`config.mk`:
```
export PLATFORM = sky130hd
export DESIGN_NAME = cnn_stage_sequencer
export DESIGN_NICKNAME = d
export VERILOG_FILES = /design/src/rtl/cnn_stage_sequencer.sv
export SDC_FILE = /design/constraint.sdc
export NUM_CORES = 1
export LEC_CHECK = 0
export CAP_MARGIN = 0
export CORE_ASPECT_RATIO = 1.2
export CORE_MARGIN = 2
export CORE_UTILIZATION = 35
export DETAILED_ROUTE_END_ITERATION = 7
export GPL_TIMING_DRIVEN = 0
export PLACE_DENSITY = 0.53
export SYNTH_ARGS = -nofsm -noshare
export SYNTH_HDL_FRONTEND = slang
export SYNTH_SLANG_ARGS = --single-unit
```
`constraint.sdc`:
```
create_clock -name clk -period 3.4 [get_ports clk]
set_input_delay 0.68 -clock clk [delete_from_list [all_inputs] [get_ports clk]]
set_output_delay 0.68 -clock clk [all_outputs]
set_load 0.005 [all_outputs]
```
`src/rtl/cnn_stage_sequencer.sv`:
```
// cnn_stage_sequencer: frame-level controller for the 1-D CNN stage chain.
// Optional per-stage watchdog: define CNN_SEQ_WATCHDOG_EN.
module cnn_stage_sequencer #(
    parameter int NUM_STAGES  = 5,
    parameter int CLASS_W     = 4,
    parameter int CNT_W       = 16,
    parameter int TIMEOUT_CYC = 4096
) (
    input  logic                  clk,
    input  logic                  reset,
    input  logic                  start,
    input  logic [NUM_STAGES-1:0] stage_done,
    input  logic [CLASS_W-1:0]    class_in,
    input  logic                  result_ready,
    output logic [NUM_STAGES-1:0] stage_run,
    output logic                  busy,
    output logic                  result_valid,
    output logic [CLASS_W-1:0]    result_class,
    output logic [CNT_W-1:0]      frame_cycles,
    output logic                  start_pending
`ifdef CNN_SEQ_WATCHDOG_EN
    ,
    output logic                  timeout_err,
    output logic [3:0]            err_stage
`endif
);

    localparam int IDX_W = (NUM_STAGES > 1) ? $clog2(NUM_STAGES) : 1;
    localparam logic [IDX_W-1:0] LAST = IDX_W'(NUM_STAGES - 1);

    typedef enum logic [2:0] {
        S_IDLE,
        S_RUN,
        S_CAPTURE,
        S_HOLD,
        S_FLUSH
    } state_t;

    state_t                  state_q;
    logic [IDX_W-1:0]        idx_q;
    logic [NUM_STAGES-1:0]   run_q;
    logic                    busy_q;
    logic                    valid_q;
    logic [CLASS_W-1:0]      class_q;
    logic [CNT_W-1:0]        fc_q;
    logic [CNT_W-1:0]        cnt_q;
    logic [CNT_W-1:0]        cnt_d;
    logic                    pend_q;
    logic                    pend_d;
    logic                    done_cur;

`ifdef CNN_SEQ_WATCHDOG_EN
    localparam int WD_W = $clog2(TIMEOUT_CYC + 1);
    logic [WD_W-1:0] wd_q;
    logic            wd_hit;
    logic            to_q;
    logic [3:0]      err_q;
`endif

    // Saturating latency count, start queueing, and done flag of the active stage
    always_comb begin
        cnt_d    = (&cnt_q) ? cnt_q : cnt_q + 1'b1;
        pend_d   = pend_q | (start & busy_q);
        done_cur = stage_done[idx_q];
`ifdef CNN_SEQ_WATCHDOG_EN
        wd_hit   = (wd_q == WD_W'(TIMEOUT_CYC - 1));
`endif
    end

    // Frame sequencer: launch, per-stage handoff, capture, hold, flush
    always_ff @(posedge clk) begin
        if (!reset) begin
            state_q <= S_IDLE;
            idx_q   <= '0;
            run_q   <= '0;
            busy_q  <= 1'b0;
            valid_q <= 1'b0;
            class_q <= '0;
            fc_q    <= '0;
            cnt_q   <= '0;
            pend_q  <= 1'b0;
`ifdef CNN_SEQ_WATCHDOG_EN
            wd_q    <= '0;
            to_q    <= 1'b0;
            err_q   <= '0;
`endif
        end else begin
`ifdef CNN_SEQ_WATCHDOG_EN
            to_q <= 1'b0;
`endif
            unique case (state_q)
                S_IDLE: begin
                    if (start || pend_q) begin
                        state_q <= S_RUN;
                        idx_q   <= '0;
                        run_q   <= NUM_STAGES'(1);
                        busy_q  <= 1'b1;
                        cnt_q   <= '0;
                        pend_q  <= 1'b0;
`ifdef CNN_SEQ_WATCHDOG_EN
                        wd_q    <= '0;
`endif
                    end
                end
                S_RUN: begin
                    cnt_q  <= cnt_d;
                    pend_q <= pend_d;
                    if (done_cur) begin
                        if (idx_q == LAST) begin
                            state_q <= S_CAPTURE;
                        end else begin
                            idx_q <= idx_q + 1'b1;
                            run_q <= {run_q[NUM_STAGES-2:0], 1'b1};
                        end
`ifdef CNN_SEQ_WATCHDOG_EN
                        wd_q <= '0;
                    end else if (wd_hit) begin
                        to_q    <= 1'b1;
                        err_q   <= 4'(idx_q);
                        state_q <= S_FLUSH;
                    end else begin
                        wd_q <= wd_q + 1'b1;
`endif
                    end
                end
                S_CAPTURE: begin
                    class_q <= class_in;
                    fc_q    <= cnt_q;
                    valid_q <= 1'b1;
                    pend_q  <= pend_d;
                    state_q <= S_HOLD;
                end
                S_HOLD: begin
                    pend_q <= pend_d;
                    if (result_ready) begin
                        valid_q <= 1'b0;
                        state_q <= S_FLUSH;
                    end
                end
                S_FLUSH: begin
                    run_q   <= '0;
                    busy_q  <= pend_d;
                    pend_q  <= pend_d;
                    state_q <= S_IDLE;
                end
                default: begin
                    state_q <= S_IDLE;
                end
            endcase
        end
    end

    assign stage_run     = run_q;
    assign busy          = busy_q;
    assign result_valid  = valid_q;
    assign result_class  = class_q;
    assign frame_cycles  = fc_q;
    assign start_pending = pend_q;
`ifdef CNN_SEQ_WATCHDOG_EN
    assign timeout_err   = to_q;
    assign err_stage     = err_q;
`endif

endmodule
```
==> run_results.csv, run 1 <==
group,metric,value,unit
finish,layout_commonest_cell,"nand2_1",
power_and_ir_drop,vdd.ir_drop.worst,0.000188,V
run_status,status,"finished clean",
critical_path,end_kind,"flop",
timing,maxSlewHeadroom,41.6,%
timing,grt_setup_unrepaired,"no",
logic_synthesis,post_synth_num_cell_types,46,
detailed_routing,drt-total-wl,5420,um
finish,design_area,2890,um2
clock_tree,cts_tree,"built",
finish,fin_cells,411,
logic_synthesis,synth-seq-cells,50,
critical_path,cp_max_fo,10,
global_route,antenna_found_initial,0,
critical_path,startpoint_type,"primary input",
placed_design,place_area,2800,um2
clock_tree,cts_made_buffers,5,
timing,finalSetupViolCount,0,
detailed_routing,antenna_left,0,
critical_path,cp_slowest_cell,"o31ai_1",
logic_synthesis,synth-edff-count,0,
critical_path,crit_buf_inv,1,
power_and_ir_drop,finalPower,1.05,mW
logic_synthesis,async_flop_share,0,%
die,core-area,6370,um2
finish,layout_common_cells,"65 x nand2_1, 50 x dfxtp_1, 40 x clkdlybuf4s50_1",
worst_hold_path,hold_path_class,"reg2reg",
clock_tree,clk_latency,310,ps
logic_synthesis,synth_top_area_cell,"dfxtp_1",
clock_tree,clock_path_buffers,2,
die,dieArea,7200,um2
logic_synthesis,synth_ff_type,"dfxtp_1",
power_and_ir_drop,leakage,0.923,nW
finish,diodes,0,
timing,final_hold_viol_count,0,
die,die_w,77.8,um
finish,fin_nets,341,
global_route,grt_start_max_net_pins,16,
critical_path,cp.arrival,2700,ps
finish,syn2layout_area_growth,26.3,%
detailed_routing,drc,0,
critical_path,path_class,"in2reg",
detailed_routing,firstDrtPassIters,4,
detailed_routing,wire_per_inst,13.2,um
timing,max_freq,407,MHz
die,rows,32,
placed_design,pre_cts_ws,656,ps
timing,fin_setup_tns,0,ps
die,dieHeight,92.6,um
logic_synthesis,synth_area_leaders,"dfxtp_1 44%, nand2_1 11%, a21boi_0 7.5%, nor2_1 3.3%, o21ai_0 2.8%",
logic_synthesis,netlist_area,2290,um2
placed_design,place.port_buffers,40,
placed_design,place_congestion,0.737,
clock_tree,cts.clk_slew.worst_paths,90,ps
finish,drive_gt1_share,5.83,%
flow_run,maxCapViolations,0,
global_route,grt_overflow,0,
die,ioPinCount,41,
logic_synthesis,synth_top_area_share,43.7,%
critical_path,crit_chain,"clkdlybuf4s50_1 -> o31ai_1 -> a41o_1 -> o21ai_2 -> nor3_1",
global_route,first_global_vias,1999,
detailed_routing,vias,2045,
timing,finClkSkew,3.60,ps
die,start_util,35.9,%
logic_synthesis,postSynthAreaPerCell,8.23,um2
logic_synthesis,syn_inst,278,
logic_synthesis,ys_seq_area_share,43.7,%
timing,drv_slew,0,
logic_synthesis,ys_warn_count,0,
clock_tree,cts_root_buffer,"clkbuf_8",
placed_design,hpwl,3950,um
placed_design,dp.cells,403,
clock_tree,cts_resized,0,
clock_tree,post_cts_buffers,0,
clock_tree,ctsHtreeMaxLevel,2,
global_route,grtUsageTotal,16.4,%
critical_path,cpPeakStageDelay,760,ps
clock_tree,clkSinkCount,50,
timing,tightestPinTransition,869,ps
detailed_routing,drt_iter0_drc,79,
global_route,grt_pass1_wl,9540,um
power_and_ir_drop,powerDensity,363,nW/um2
timing,fin_crit_sh,72.4,%
timing,post-route-min-period,2460,ps
logic_synthesis,synthesis.nets,294,
critical_path,crit_required,3640,ps
timing,fin_ws,940,ps
detailed_routing,vias_per_cell,4.98,
critical_path,crit_family,"compound AO/OA/AOI/OAI gates",
clock_tree,hold_buffers,0,
path summary, 6_finish.rpt:
| kind | start | to | slack [ps] | depth (start not counted) |
|---|---|---|---|---|
| max | start | cnt_q[7]$_SDFFE_PN0P_ | 940 | 5 |
| min reg2reg | frame_cycles[15]$_SDFFE_PN0N_ | frame_cycles[15]$_SDFFE_PN0N_ | 460 | 2 |
| min | frame_cycles[15]$_SDFFE_PN0N_ | frame_cycles[15]$_SDFFE_PN0N_ | 460 | 2 |
| max reg2reg | cnt_q[0]$_SDFFE_PN0P_ | cnt_q[10]$_SDFFE_PN0P_ | 1310 | 6 |
power by group:
part	switching [mW]	leakage, nW	internal (mW)	total (mW)
clock network	0.204	0.0472	0.164	0.368
registers	0.00650	0.404	0.591	0.598
logic	0.0433	0.472	0.0398	0.0831
flip-flops by register name, summed over array words and instances, names as in the netlist:
register / cells
idx_q: 3
state_q: 3
stage_run: 5
result_valid: 1
cnt_q: 16
start_pending: 1
busy: 1
frame_cycles: 16
result_class: 4
cell type report:
| cell class | instances | area [um2] |
|---|---|---|
| clock buffers | 6 | 82.6 |
| fillers | 647 | 3480 |
| repair buffers | 40 | 400 |
| well taps | 85 | 106 |
| inverters | 4 | 15.0 |
| multi-input cells | 207 | 1200 |
| flip-flops and latches | 50 | 1000 |
| plain buffers | 17 | 71.3 |
| clock inverters | 2 | 12.5 |
stage by stage:
stage	hold slack (ps)	utilization, %
2_1_floorplan	460	-
3_3_place_gp	452	43.9
3_5_place_dp	457	43.9
4_1_cts	470	45.4
5_1_grt	484	45.4
6_report	465	45.4
routing by layer:
metal | track usage, % | part of all wire, % | vias up
met1 | 21.7 | 48 | 935
met3 | 2.34 | 3.2 | 6
met2 | 27.2 | 48 | 37
met5 | 0 | 0 | -
li1 | - | - | 1067
met4 | 5.80 | 1.6 | 0
cell usage after synthesis, drive strengths merged, types with 3 or more instances:
library cell / number
nand3: 8
clkbuf: 13
nor3b: 4
nand2: 65
nand4: 3
buf: 4
o31ai: 7
ha: 3
nor2: 20
o21ai: 14
or3: 3
nor3: 3
and2: 3
inv: 4
o22ai: 5
a31oi: 4
or4: 4
xnor2: 3
a21boi: 24
dfxtp: 50
a21oi: 10
nor2b: 4
cell families after synthesis:
| logic type | after synthesis | synth area share (%) |
|---|---|---|
| AND/OR/NAND/NOR | 125 | 26.2 |
| AO/OA/AOI/OAI | 73 | 21.7 |
| multiplexers | 2 | 1.42 |
| flip-flops | 50 | 43.7 |
| buffers and inverters | 21 | 3.77 |
| XOR/XNOR | 4 | 1.53 |
| adder cells (fa/ha/maj) | 3 | 1.64 |
worst reg2reg max path: stages, from the launching register on:
cell and delay, ps:
dfxtp_1 410, ha_1 230, nand3_2 120, or3_4 420, or3_4 350, or3_1 350, a21oi_1 150
Note: power is estimated with default switching activity, not from simulation.
==> inputs of run 2 (changes only) <==
==> constraint.sdc (replaced) <==
create_clock -name clk -period 2.3 [get_ports clk]
set_input_delay 0.46 -clock clk [delete_from_list [all_inputs] [get_ports clk]]
set_output_delay 0.46 -clock clk [all_outputs]
set_load 0.005 [all_outputs]
==> run 2 against run 1 <==
Effect of this change:
- setup slack got worse by 850 ps
- highest routed layer unchanged
- clock skew about the same
- critical endpoint is now cnt_q[9]$_SDFFE_PN0P_
- die area unchanged
==> run_results.csv, run 2 (synthesized netlist as in run 1, its figures left out) <==
group,metric,value,unit
clock_tree,cts_resized,0,
clock_tree,ctsHtreeMaxLevel,2,
finish,layout_commonest_cell,"nand2_1",
clock_tree,cts_made_buffers,5,
worst_hold_path,hold_path_class,"reg2reg",
worst_hold_path,holdPathEnd,"frame_cycles[15]$_SDFFE_PN0N_",
timing,fin_ws,91.1,ps
placed_design,place.port_buffers,40,
finish,design_area,2900,um2
die,ioPinCount,41,
clock_tree,clkSinkCount,50,
die,start_util,35.9,%
power_and_ir_drop,comb_power_share,8.0,%
detailed_routing,wire_per_inst,13.2,um
finish,layout_common_cells,"65 x nand2_1, 50 x dfxtp_1, 40 x clkdlybuf4s50_1",
clock_tree,hold_buffers,0,
detailed_routing,wl_met1,2610,um
power_and_ir_drop,swShare,24.2,%
critical_path,startpoint,"start",
critical_path,reg2reg_to,"cnt_q[9]$_SDFFE_PN0P_",
critical_path,regToRegSetupSlack,160,ps
placed_design,hpwl,3950,um
global_route,grtUsageTotal,16.4,%
finish,syn2layout_area_growth,26.5,%
detailed_routing,firstDrtPassIters,4,
critical_path,cp.arrival,2450,ps
detailed_routing,dr_wl_met2,2590,um
critical_path,cp_max_fo,10,
power_and_ir_drop,internal_power,1.18,mW
power_and_ir_drop,leakage,0.926,nW
placed_design,place_congestion,0.737,
detailed_routing,met3_length,146,um
detailed_routing,drt_iter0_drc,91,
detailed_routing,vias_per_cell,4.98,
detailed_routing,antenna_left,0,
timing,max_freq,453,MHz
die,core-area,6370,um2
critical_path,regToRegStartpoint,"state_q[2]$_SDFFE_PN0P_",
die,dieHeight,92.6,um
clock_tree,cts_root_buffer,"clkbuf_8",
finish,fin_nets,341,
finish,fillers,651,
critical_path,startpoint_type,"primary input",
worst_hold_path,min_from,"frame_cycles[15]$_SDFFE_PN0N_",
timing,finalSetupViolCount,0,
die,dieArea,7200,um2
flow_run,maxCapViolations,0,
power_and_ir_drop,power_frac_seq,57.0,%
timing,drv_slew,0,
power_and_ir_drop,p_switching,0.375,mW
die,die_w,77.8,um
timing,fin_setup_tns,0,ps
power_and_ir_drop,vdd.ir_drop.worst,0.000277,V
clock_tree,cts_tree,"built",
clock_tree,clk_latency,310,ps
detailed_routing,vias,2045,
placed_design,place_area,2800,um2
global_route,grt_start_max_net_pins,16,
clock_tree,cts.clk_slew.worst_paths,90,ps
clock_tree,post_cts_buffers,0,
timing,holdWs,465,ps
timing,tightestPinTransition,520,ps
timing,post-route-min-period,2210,ps
worst_hold_path,holdPathStages,2,
power_and_ir_drop,power_frac_clock,35.0,%
die,rows,32,
timing,fin_crit_sh,96.0,%
critical_path,path_class,"in2reg",
critical_path,r2r_cells,6,
global_route,grt_overflow,0,
detailed_routing,drc,0,
timing,finClkSkew,3.51,ps
clock_tree,clock_path_buffers,2,
timing,maxSlewHeadroom,64.9,%
power_and_ir_drop,powerDensity,536,nW/um2
detailed_routing,highest_layer,"met4",
critical_path,end_kind,"flop",
detailed_routing,drt-total-wl,5430,um
finish,diodes,0,
global_route,antenna_found_initial,0,
global_route,grt_pass1_wl,9540,um
placed_design,pre_cts_ws,-224,ps
run_status,status,"finished clean",
finish,drive_gt1_share,6.13,%
timing,final_hold_viol_count,0,
critical_path,crit_required,2540,ps
global_route,first_global_vias,1999,
[run 2: cell counts in the layout (fill, tap and decap cells not counted)]
Identical to the previous run, type by type.
[run 2: area by class of cell]
type	instances	area, um2	area share, %
buffer	17	71.3	2.46
clock buffer	6	82.6	2.85
clock inverter	2	12.5	0.432
inverter	4	15.0	0.519
multi-input combinational	207	1210	41.7
sequential	50	1000	34.6
tap	85	106	3.67
timing repair buffer	40	400	13.8
[run 2: layer usage]
metal / track usage [%] / vias to the layer above
met5: 0 / -
met1: 21.7 / 940
met2: 27.2 / 32
met4: 5.80 / 0
li1: - / 1067
met3: 2.34 / 6
[run 2: worst max-delay path by stage]
stage | end | slack, ps | cells past startpoint
6_report | cnt_q[9]$_SDFFE_PN0P_ | 90 | 5
5_1_grt | cnt_q[15]$_SDFFE_PN0P_ | -9 | 6
4_1_cts | cnt_q[7]$_SDFFE_PN0P_ | 100 | 5
3_5_place_dp | cnt_q[7]$_SDFFE_PN0P_ | -220 | 5
3_3_place_gp | cnt_q[7]$_SDFFE_PN0P_ | -210 | 5
2_1_floorplan | cnt_q[10]$_SDFFE_PN0P_ | 370 | 6
[run 2: worst max-delay path: stages]
cell             delay (ps)
clkdlybuf4s50_1         650
o31a_1                  220
nand4_1                 360
or4b_1                  610
a21oi_1                 140
[run 2: per-stage QoR]
| stage | power [mW] | std cells | utilization, % |
|---|---|---|---|
| 2_1_floorplan | 0.972 | 278 | - |
| 3_3_place_gp | 1.03 | 403 | 43.9 |
| 3_5_place_dp | 1.03 | 403 | 43.9 |
| 4_1_cts | 1.57 | 411 | 45.4 |
| 5_1_grt | 1.62 | 411 | 45.5 |
| 6_report | 1.55 | 411 | 45.5 |
[run 2: power groups by stage]
| stage | Clock (mW) | Combinational (mW) | Sequential (mW) |
|---|---|---|---|
| after global placement | 0 | 0.125 | 0.904 |
| after global routing | 0.597 | 0.138 | 0.887 |
| after CTS | 0.565 | 0.125 | 0.884 |
| after detailed placement | 0 | 0.124 | 0.904 |
| after floorplan | 0 | 0.0698 | 0.902 |
| final | 0.544 | 0.123 | 0.884 |
